==> src/rtl/uram_arb_pkg.sv <==
`default_nettype none
// ============================================================================
//  Module      : uram_arb_pkg
//  Description : Shared types and helpers for the UltraRAM port arbiter:
//                request owner, controller state, and end-to-end read
//                latency helper.
//  Ports       : none (package)
//  Options     : none
//  Revision    : 1.0 - initial release
// ============================================================================
package uram_arb_pkg;

    // Which requester a RAM access belongs to.
    typedef enum logic [0:0] {
        OWN_A = 1'b0,
        OWN_B = 1'b1
    } owner_e;

    // Controller state: clear sweep, then normal arbitration.
    typedef enum logic [0:0] {
        ST_INIT = 1'b0,
        ST_RUN  = 1'b1
    } state_e;

    // Accept cycle to rsp_valid cycle, in clocks, for a given RAM pipeline
    // depth: 1 (command register) + 1 (array read) + NBPIPE + 1 (RAM dout
    // register) + 1 (response register).
    function automatic int uram_arb_lat(input int nbpipe);
        return nbpipe + 4;
    endfunction

endpackage
`default_nettype wire

==> src/rtl/uram_arb_tag_pipe.sv <==
`default_nettype none
// ============================================================================
//  Module      : uram_arb_tag_pipe
//  Description : Fixed-depth {valid, owner} shift register that follows each
//                RAM access through the RAM pipeline so the response can be
//                steered to the correct requester.
//  Ports       : clk, rst       - clock, synchronous active-high clear
//                in_valid/owner - tag entering the pipe this cycle
//                out_valid/owner- tag leaving the pipe (DEPTH cycles later)
//  Parameters  : DEPTH (>= 2)   - number of register stages
//  Revision    : 1.0 - initial release
// ============================================================================
module uram_arb_tag_pipe
    import uram_arb_pkg::*;
#(
    parameter int DEPTH = 5
) (
    input  logic   clk,
    input  logic   rst,
    input  logic   in_valid,
    input  owner_e in_owner,
    output logic   out_valid,
    output owner_e out_owner
);

    logic [DEPTH-1:0] r_valid;
    logic [DEPTH-1:0] r_owner;

    always_ff @(posedge clk) begin
        if (rst) begin
            r_valid <= '0;
            r_owner <= '0;
        end else begin
            r_valid <= {r_valid[DEPTH-2:0], in_valid};
            r_owner <= {r_owner[DEPTH-2:0], in_owner};
        end
    end

    assign out_valid = r_valid[DEPTH-1];
    assign out_owner = owner_e'(r_owner[DEPTH-1]);

endmodule
`default_nettype wire

==> src/rtl/uram_port_arbiter.sv <==
`default_nettype none
// ============================================================================
//  Module      : uram_port_arbiter
//  Description : Shares one single-port, read-first, pipelined UltraRAM
//                between requesters A and B with round-robin arbitration.
//                After reset the whole array is swept to zero; afterwards one
//                request per cycle is accepted and every read returns to its
//                owner at a fixed latency of NBPIPE+4 cycles.
//  Ports       : clk, rst                 - clock, sync active-high reset
//                {a,b}_valid/we/addr/din  - request inputs
//                {a,b}_ready              - request accepted (combinational)
//                {a,b}_rsp_valid/data     - response pulse and data
//                ram_mem_en/we/regce      - registered RAM controls
//                ram_addr/din, ram_dout   - RAM address/data
//                init_done                - clear sweep finished
//  Parameters  : AWIDTH, DWIDTH, NBPIPE (must match the RAM instance)
//  Options     : URAM_ARB_WRRSP_EN - write grants also return the old
//                (read-first) contents to their owner.
//  Revision    : 1.0 - initial release
// ============================================================================
module uram_port_arbiter
    import uram_arb_pkg::*;
#(
    parameter int AWIDTH = 12,
    parameter int DWIDTH = 72,
    parameter int NBPIPE = 3
) (
    input  logic              clk,
    input  logic              rst,
    input  logic              a_valid,
    output logic              a_ready,
    input  logic              a_we,
    input  logic [AWIDTH-1:0] a_addr,
    input  logic [DWIDTH-1:0] a_din,
    output logic              a_rsp_valid,
    output logic [DWIDTH-1:0] a_rsp_data,
    input  logic              b_valid,
    output logic              b_ready,
    input  logic              b_we,
    input  logic [AWIDTH-1:0] b_addr,
    input  logic [DWIDTH-1:0] b_din,
    output logic              b_rsp_valid,
    output logic [DWIDTH-1:0] b_rsp_data,
    output logic              ram_mem_en,
    output logic              ram_we,
    output logic              ram_regce,
    output logic [AWIDTH-1:0] ram_addr,
    output logic [DWIDTH-1:0] ram_din,
    input  logic [DWIDTH-1:0] ram_dout,
    output logic              init_done
);

    // The tag enters the pipe one cycle after accept (alongside the RAM
    // command) and must leave it on the cycle ram_dout is valid, so the
    // command and response registers account for two of the LAT cycles.
    localparam int                c_LAT       = uram_arb_lat(NBPIPE);
    localparam int                c_TAG_DEPTH = c_LAT - 2;
    localparam logic [AWIDTH-1:0] c_LAST_ADDR = {AWIDTH{1'b1}};

    state_e            r_state;
    logic [AWIDTH-1:0] r_init_cnt;
    owner_e            r_rr_ptr;      // side that wins the next tie
    logic              r_issue_valid;
    owner_e            r_issue_owner;

    logic              w_grant_a;
    logic              w_grant_b;
    logic              w_push;
    logic              w_tag_valid;
    owner_e            w_tag_owner;

    // ------------------------------------------------------------------
    // Arbitration: single grant per cycle, pointer only breaks ties.
    // ------------------------------------------------------------------
    always_comb begin
        w_grant_a = 1'b0;
        w_grant_b = 1'b0;
        if (r_state == ST_RUN) begin
            if (a_valid && b_valid) begin
                w_grant_a = (r_rr_ptr == OWN_A);
                w_grant_b = (r_rr_ptr == OWN_B);
            end else begin
                w_grant_a = a_valid;
                w_grant_b = b_valid;
            end
        end
    end

    assign a_ready = w_grant_a;
    assign b_ready = w_grant_b;

`ifdef URAM_ARB_WRRSP_EN
    assign w_push = w_grant_a | w_grant_b;
`else
    assign w_push = (w_grant_a & ~a_we) | (w_grant_b & ~b_we);
`endif

    // ------------------------------------------------------------------
    // Init sweep, RAM command registers and response registers.
    // ------------------------------------------------------------------
    always_ff @(posedge clk) begin
        if (rst) begin
            r_state       <= ST_INIT;
            r_init_cnt    <= '0;
            init_done     <= 1'b0;
            r_rr_ptr      <= OWN_A;
            ram_mem_en    <= 1'b0;
            ram_we        <= 1'b0;
            ram_regce     <= 1'b0;
            ram_addr      <= '0;
            ram_din       <= '0;
            r_issue_valid <= 1'b0;
            r_issue_owner <= OWN_A;
            a_rsp_valid   <= 1'b0;
            b_rsp_valid   <= 1'b0;
            a_rsp_data    <= '0;
            b_rsp_data    <= '0;
        end else begin
            ram_regce     <= 1'b1;
            ram_mem_en    <= 1'b0;
            ram_we        <= 1'b0;
            r_issue_valid <= w_push;
            r_issue_owner <= w_grant_b ? OWN_B : OWN_A;

            case (r_state)
                ST_INIT: begin
                    ram_mem_en <= 1'b1;
                    ram_we     <= 1'b1;
                    ram_addr   <= r_init_cnt;
                    ram_din    <= '0;
                    r_init_cnt <= r_init_cnt + 1'b1;
                    if (r_init_cnt == c_LAST_ADDR) begin
                        r_state   <= ST_RUN;
                        init_done <= 1'b1;
                    end
                end
                ST_RUN: begin
                    if (w_grant_a) begin
                        ram_mem_en <= 1'b1;
                        ram_we     <= a_we;
                        ram_addr   <= a_addr;
                        ram_din    <= a_din;
                        r_rr_ptr   <= OWN_B;
                    end else if (w_grant_b) begin
                        ram_mem_en <= 1'b1;
                        ram_we     <= b_we;
                        ram_addr   <= b_addr;
                        ram_din    <= b_din;
                        r_rr_ptr   <= OWN_A;
                    end
                end
                default: r_state <= ST_INIT;
            endcase

            // Only the owner's data register is updated; the other holds.
            a_rsp_valid <= w_tag_valid && (w_tag_owner == OWN_A);
            b_rsp_valid <= w_tag_valid && (w_tag_owner == OWN_B);
            if (w_tag_valid && (w_tag_owner == OWN_A)) begin
                a_rsp_data <= ram_dout;
            end
            if (w_tag_valid && (w_tag_owner == OWN_B)) begin
                b_rsp_data <= ram_dout;
            end
        end
    end

    uram_arb_tag_pipe #(
        .DEPTH (c_TAG_DEPTH)
    ) u_tag_pipe (
        .clk       (clk),
        .rst       (rst),
        .in_valid  (r_issue_valid),
        .in_owner  (r_issue_owner),
        .out_valid (w_tag_valid),
        .out_owner (w_tag_owner)
    );

endmodule
`default_nettype wire

==> config.mk <==
export PLATFORM = sky130hd
export DESIGN_NAME = uram_port_arbiter
export DESIGN_NICKNAME = d
export VERILOG_FILES = /design/src/rtl/uram_arb_pkg.sv /design/src/rtl/uram_arb_tag_pipe.sv /design/src/rtl/uram_port_arbiter.sv
export SDC_FILE = /design/constraint.sdc
export NUM_CORES = 1
export LEC_CHECK = 0
export BUFFER_PORTS_ARGS = -buffer_cell sky130_fd_sc_hd__buf_2
export CAP_MARGIN = 40
export CORE_AREA = 3 3 188 190
export DETAILED_ROUTE_END_ITERATION = 7
export DIE_AREA = 0 0 191 193
export PLACE_DENSITY_LB_ADDON = 0.3
export SYNTH_ARGS = -nofsm -noshare
export SYNTH_HDL_FRONTEND = slang
export SYNTH_HIERARCHICAL = 1
export SYNTH_SLANG_ARGS = --single-unit
==> constraint.sdc <==
create_clock -name clk -period 1.9 [get_ports clk]
set_input_delay 0.38 -clock clk [delete_from_list [all_inputs] [get_ports clk]]
set_output_delay 0.38 -clock clk [all_outputs]
set_load 0.03 [all_outputs]
-- After elaboration in Yosys (flattened, before gate mapping)
Cells that the tools add are included.
- flip-flop bits (word level): 260
- input port bits: 246
- add/subtract/negate cells: 1
- equality and inequality tests: 2
- muxes and demuxes: 21
- bitwise gates (word level): 8
- reduce and logical (&&, ||, !) cells: 6
- operators by type and width (kind ; number):
    $mux W72 ; 2
    $pmux W72 S2 ; 1
    $mux W12 ; 2
    $pmux W12 S2 ; 1
    $mux W1 ; 13
    $add A12 B1 Y12 const B ; 1
    $eq A12 B12 Y1 const B ; 1
    $not A1 Y1 ; 5
    $pmux W1 S2 ; 2
    $reduce_and A2 Y1 ; 2
    $logic_and A1 B1 Y1 ; 3
    $ne A3 B1 Y1 const B ; 1
    $and A1 B1 Y1 ; 2
    $reduce_bool A2 Y1 ; 1
    $or A1 B1 Y1 ; 1

-- Longest topological paths before layout
- word-level depth: 6
- depth in mapped cells: 6

-- By module
The synthesis kept the hierarchy.
- modules (own cells, without submodules) (module ; instances ; cells each ; area each (um^2) ; sequential area each (um^2)):
    uram_port_arbiter ; 1 ; 1104 ; 9385.3 ; 5004.8
    uram_arb_tag_pipe ; 1 ; 20 ; 262.8 ; 200.2

-- Worst setup path before layout
Ideal clock, no wire load.
- kind: in2reg
- from: input rst
- to: register ram_din[12]
- arrival time: 1.354 ns
- setup slack: 0.479 ns
- stages on the path: 5
- path through: buf_2 -> or3_4 -> buf_6 -> buf_4 -> o21ai_2
- RTL lines (what ; line ; source):
    from (decl) ; uram_port_arbiter.sv:29 ; input logic rst,
    to (signal assigned) ; uram_port_arbiter.sv:142 ; ram_din <= a_din;
    to (signal assigned) ; uram_port_arbiter.sv:148 ; ram_din <= b_din;
    to (decl) ; uram_port_arbiter.sv:48 ; output logic [DWIDTH-1:0] ram_din,

-- Worst setup path in the final report
- from: register r_rr_ptr
- to: output b_ready
- cells in the longest elaborated chain, start to end: 2
- RTL lines (what ; line ; source):
    from (decl) ; uram_port_arbiter.sv:62 ; owner_e r_rr_ptr;
    from (signal assigned) ; uram_port_arbiter.sv:106 ; r_rr_ptr <= OWN_A;
    from (signal assigned) ; uram_port_arbiter.sv:143 ; r_rr_ptr <= OWN_B;
    from (signal assigned) ; uram_port_arbiter.sv:149 ; r_rr_ptr <= OWN_A;
    $mux W1 ; uram_port_arbiter.sv:79 ; if (a_valid && b_valid) begin
    $mux W1 ; uram_port_arbiter.sv:78 ; if (r_state == ST_RUN) begin
    to (decl) ; uram_port_arbiter.sv:38 ; output logic b_ready,
No other way between the ends.

==> flow_metrics.tcl <==
set metrics [dict create \
    min_path_cells 3 \
    start_kind "register" \
    ys_types 39 \
    synth_area_mm2 0.00965 \
    worst_r2r_path_depth 4 \
    critical_path_required_ps 1520 \
    clockRootBuffer "clkbuf_16" \
    initial_core_util 0.287 \
    ctsHoldBuffers 0 \
    cts-buffers-inserted 28 \
    hold_class "primary input to register" \
    path_clk_slew_ps 60 \
    avgViaCountPerCell 4.53 \
    antenna_found_initial 4 \
    finalHoldViolations 0 \
    syn_nets 1371 \
    clkPwrFrac 0.464 \
    first_pass_iters 4 \
    drive_gt1_frac 0.365 \
    rsz0062_at_grt "yes" \
    r2r_setup_slack_ps 420 \
    die_h_um 193 \
    cp.arrival_ps 1470 \
    period_share 0.973 \
    drc_errors 0 \
    grt_usage 0.171 \
    grt_pass1_wl_um 50100 \
    final.setup_skew_ps 17.0 \
    p_leak_uw 0.00656 \
    n_antenna_cell 0 \
    drt_iter0_drc 387 \
    synth_area_per_cell_um2 8.58 \
    critPathSlowestCell "dfxtp_2" \
    relSlewSlack 0.507 \
    crit_path_cell_trace "o211ai_1 -> buf_4 -> inv_2 -> buf_6" \
    min_to "a_rsp_data[43]" \
    r2r_start "u_tag_pipe/r_owner[4]" \
    p_sw_uw 2430 \
    seq_area_frac_synth 0.539 \
    critPathMaxStageDelay_ps 330 \
    post_drt_wl_per_cell_um 16.6 \
    antenna_left 0 \
    num_vias 9251 \
    yosysWarnings 6 \
    grt_pass1_vias 8795 \
    synthFlopType "dfxtp_1" \
    hp-start "ram_dout[43]" \
    end_kind "output pin" \
    critical_path_class "register to output pin" \
    core_mm2 0.0336 \
    dpl_cell_area_mm2 0.0126 \
    drv_cap 0 \
    power_frac_comb 0.044 \
    layout.nets 1827 \
    max_freq_ghz 0.541 \
    clock_sinks 260 \
    pin_count 482 \
    p_seq_frac 0.491 \
    io_buffers 481 \
    synth-seq-cells 260 \
    status "complete, no violations" \
    swShare 0.218 \
    clk_path_buf_depth 3 \
    r2r_end "b_rsp_data[10]" \
    dieWidth_um 191 \
    rows 67 \
    wl_um 34000 \
    power_uw 11100 \
    async_flop_share 0 \
    finalCriticalPeriod_ps 1850 \
    area_delta_synth_final_pct 40.1 \
    clk_latency_ps 540 \
    grt_max_degree 148 \
    p_int_uw 8720 \
    dieArea_mm2 0.0369 \
    ir_drop_uv 566 \
    cts_tree "built" \
    power_density_mw_per_mm2 825 \
    gp_congestion 0.795 \
    postSynthCellCount 1124 \
    fin_tns_setup_ps 0 \
    tightest_slew_ps 740 \
    design_area_mm2 0.0135 \
    hpwl_um 25500 \
    synth_edf_count 0 \
    maxSlewViolCount 0 \
    overflow 0 \
    htreeDepth 1 \
    setup_viol 0 \
    path_max_fanout 3 \
]
metrics by stage:
step	worst slack [ps]	hold slack [ps]	utilization	cells
global placement	265	416	0.375	1997
CTS	-4.46	47.7	0.402	2044
finish	51.1	79.5	0.402	2044
global route	-26.9	43.0	0.402	2044
detailed placement	244	424	0.375	1997
floorplan	479	414	-	1124
metal layers:
metal	wire length (um)	part of all wire	global-route usage
met1	13700	0.40	0.206
met5	34	0.0010	0
met4	607	0.018	0.0409
met3	3010	0.089	0.0445
met2	16600	0.49	0.308
what timing repair did:
action                                  in CTS  in global routing
hold endpoints to repair                     0                  0
endpoints found under the setup margin       2                  2
buffers inserted                             1                  0
resized for setup                            6                  1
pin swaps                                    1                  0
gates cloned                                 0                  0
synth_stat cells (2+ instances only):
library cell	n	share of area
o21ai_0	6	0.0031
a21oi_1	158	0.082
nor3_1	6	0.0031
and3_1	9	0.0058
xor2_1	3	0.0027
buf_2	16	0.0083
buf_6	2	0.0023
a31oi_1	2	0.0013
buf_1	5	0.0019
buf_4	10	0.0078
clkbuf_1	48	0.019
nor2_1	21	0.0082
or3_1	2	0.0013
mux2i_1	84	0.087
xnor2_1	6	0.0054
nand2_1	367	0.14
inv_1	4	0.0016
o21ai_1	49	0.025
inv_2	2	0.00078
o22ai_1	11	0.0071
o21ai_2	20	0.018
nor2b_1	13	0.0084
nand3_1	4	0.0021
nand4_1	2	0.0013
dfxtp_1	260	0.54
worst max path at each step:
| stage | start | endpoint | slack (ps) | cells past startpoint |
|---|---|---|---|---|
| floorplan | rst | ram_din[12] | 480 | 5 |
| global placement | a_valid | b_ready | 270 | 6 |
| detailed placement | b_valid | ram_din[2] | 240 | 7 |
| CTS | r_rr_ptr | b_ready | -4 | 4 |
| global route | r_rr_ptr | b_ready | -30 | 4 |
| finish | r_rr_ptr | b_ready | 50 | 4 |
critical path, delay by kind of cell (launching register included):
family | cells | cell delay (ps)
flops | 1 | 330
buf+inv | 3 | 350
compound gates | 1 | 240
cells in the final DEF, fill, tap and decap left out, types with 20 or more instances in the layout:
master     count
dfxtp_1      258
nor2_1        21
o21ai_2       20
buf_2        478
clkbuf_16     28
mux2i_1       84
o21ai_1       49
nand2_1      366
a21oi_1      158
state kept, by name, indices dropped and copies added (netlist names), 5 cells and up:
name	flops
a_rsp_data	72
b_rsp_data	72
r_init_cnt	12
ram_addr	12
ram_din	72
u_tag_pipe/r_owner	5
u_tag_pipe/r_valid	5
cell families after synthesis:
kind of cell / Yosys count / synth area share
fa+ha+maj: 1 / 0.00130
flops: 260 / 0.539
xor+xnor: 9 / 0.00817
compound gates: 251 / 0.141
simple gates: 432 / 0.181
buf+inv: 87 / 0.0414
mux: 84 / 0.0871
power by group through the flow:
stage	Clock, uW	Combinational, uW	Sequential [uW]
2_1_floorplan	0	137	5610
3_3_place_gp	0	498	5590
3_5_place_dp	0	501	5590
4_1_cts	5330	502	5470
5_1_grt	5580	543	5470
6_report	5180	495	5470
area by class of cell:
type / instances / area, um^2
Clock buffer: 37 / 785
Clock inverter: 9 / 86.3
Fill cell: 3470 / 20100
Inverter: 6 / 22.5
Multi-Input combinational cell: 777 / 4070
Sequential cell: 260 / 5210
Tap cell: 448 / 561
Timing Repair Buffer: 507 / 2780
No activity file was read; power rests on OpenSTA's default activity.
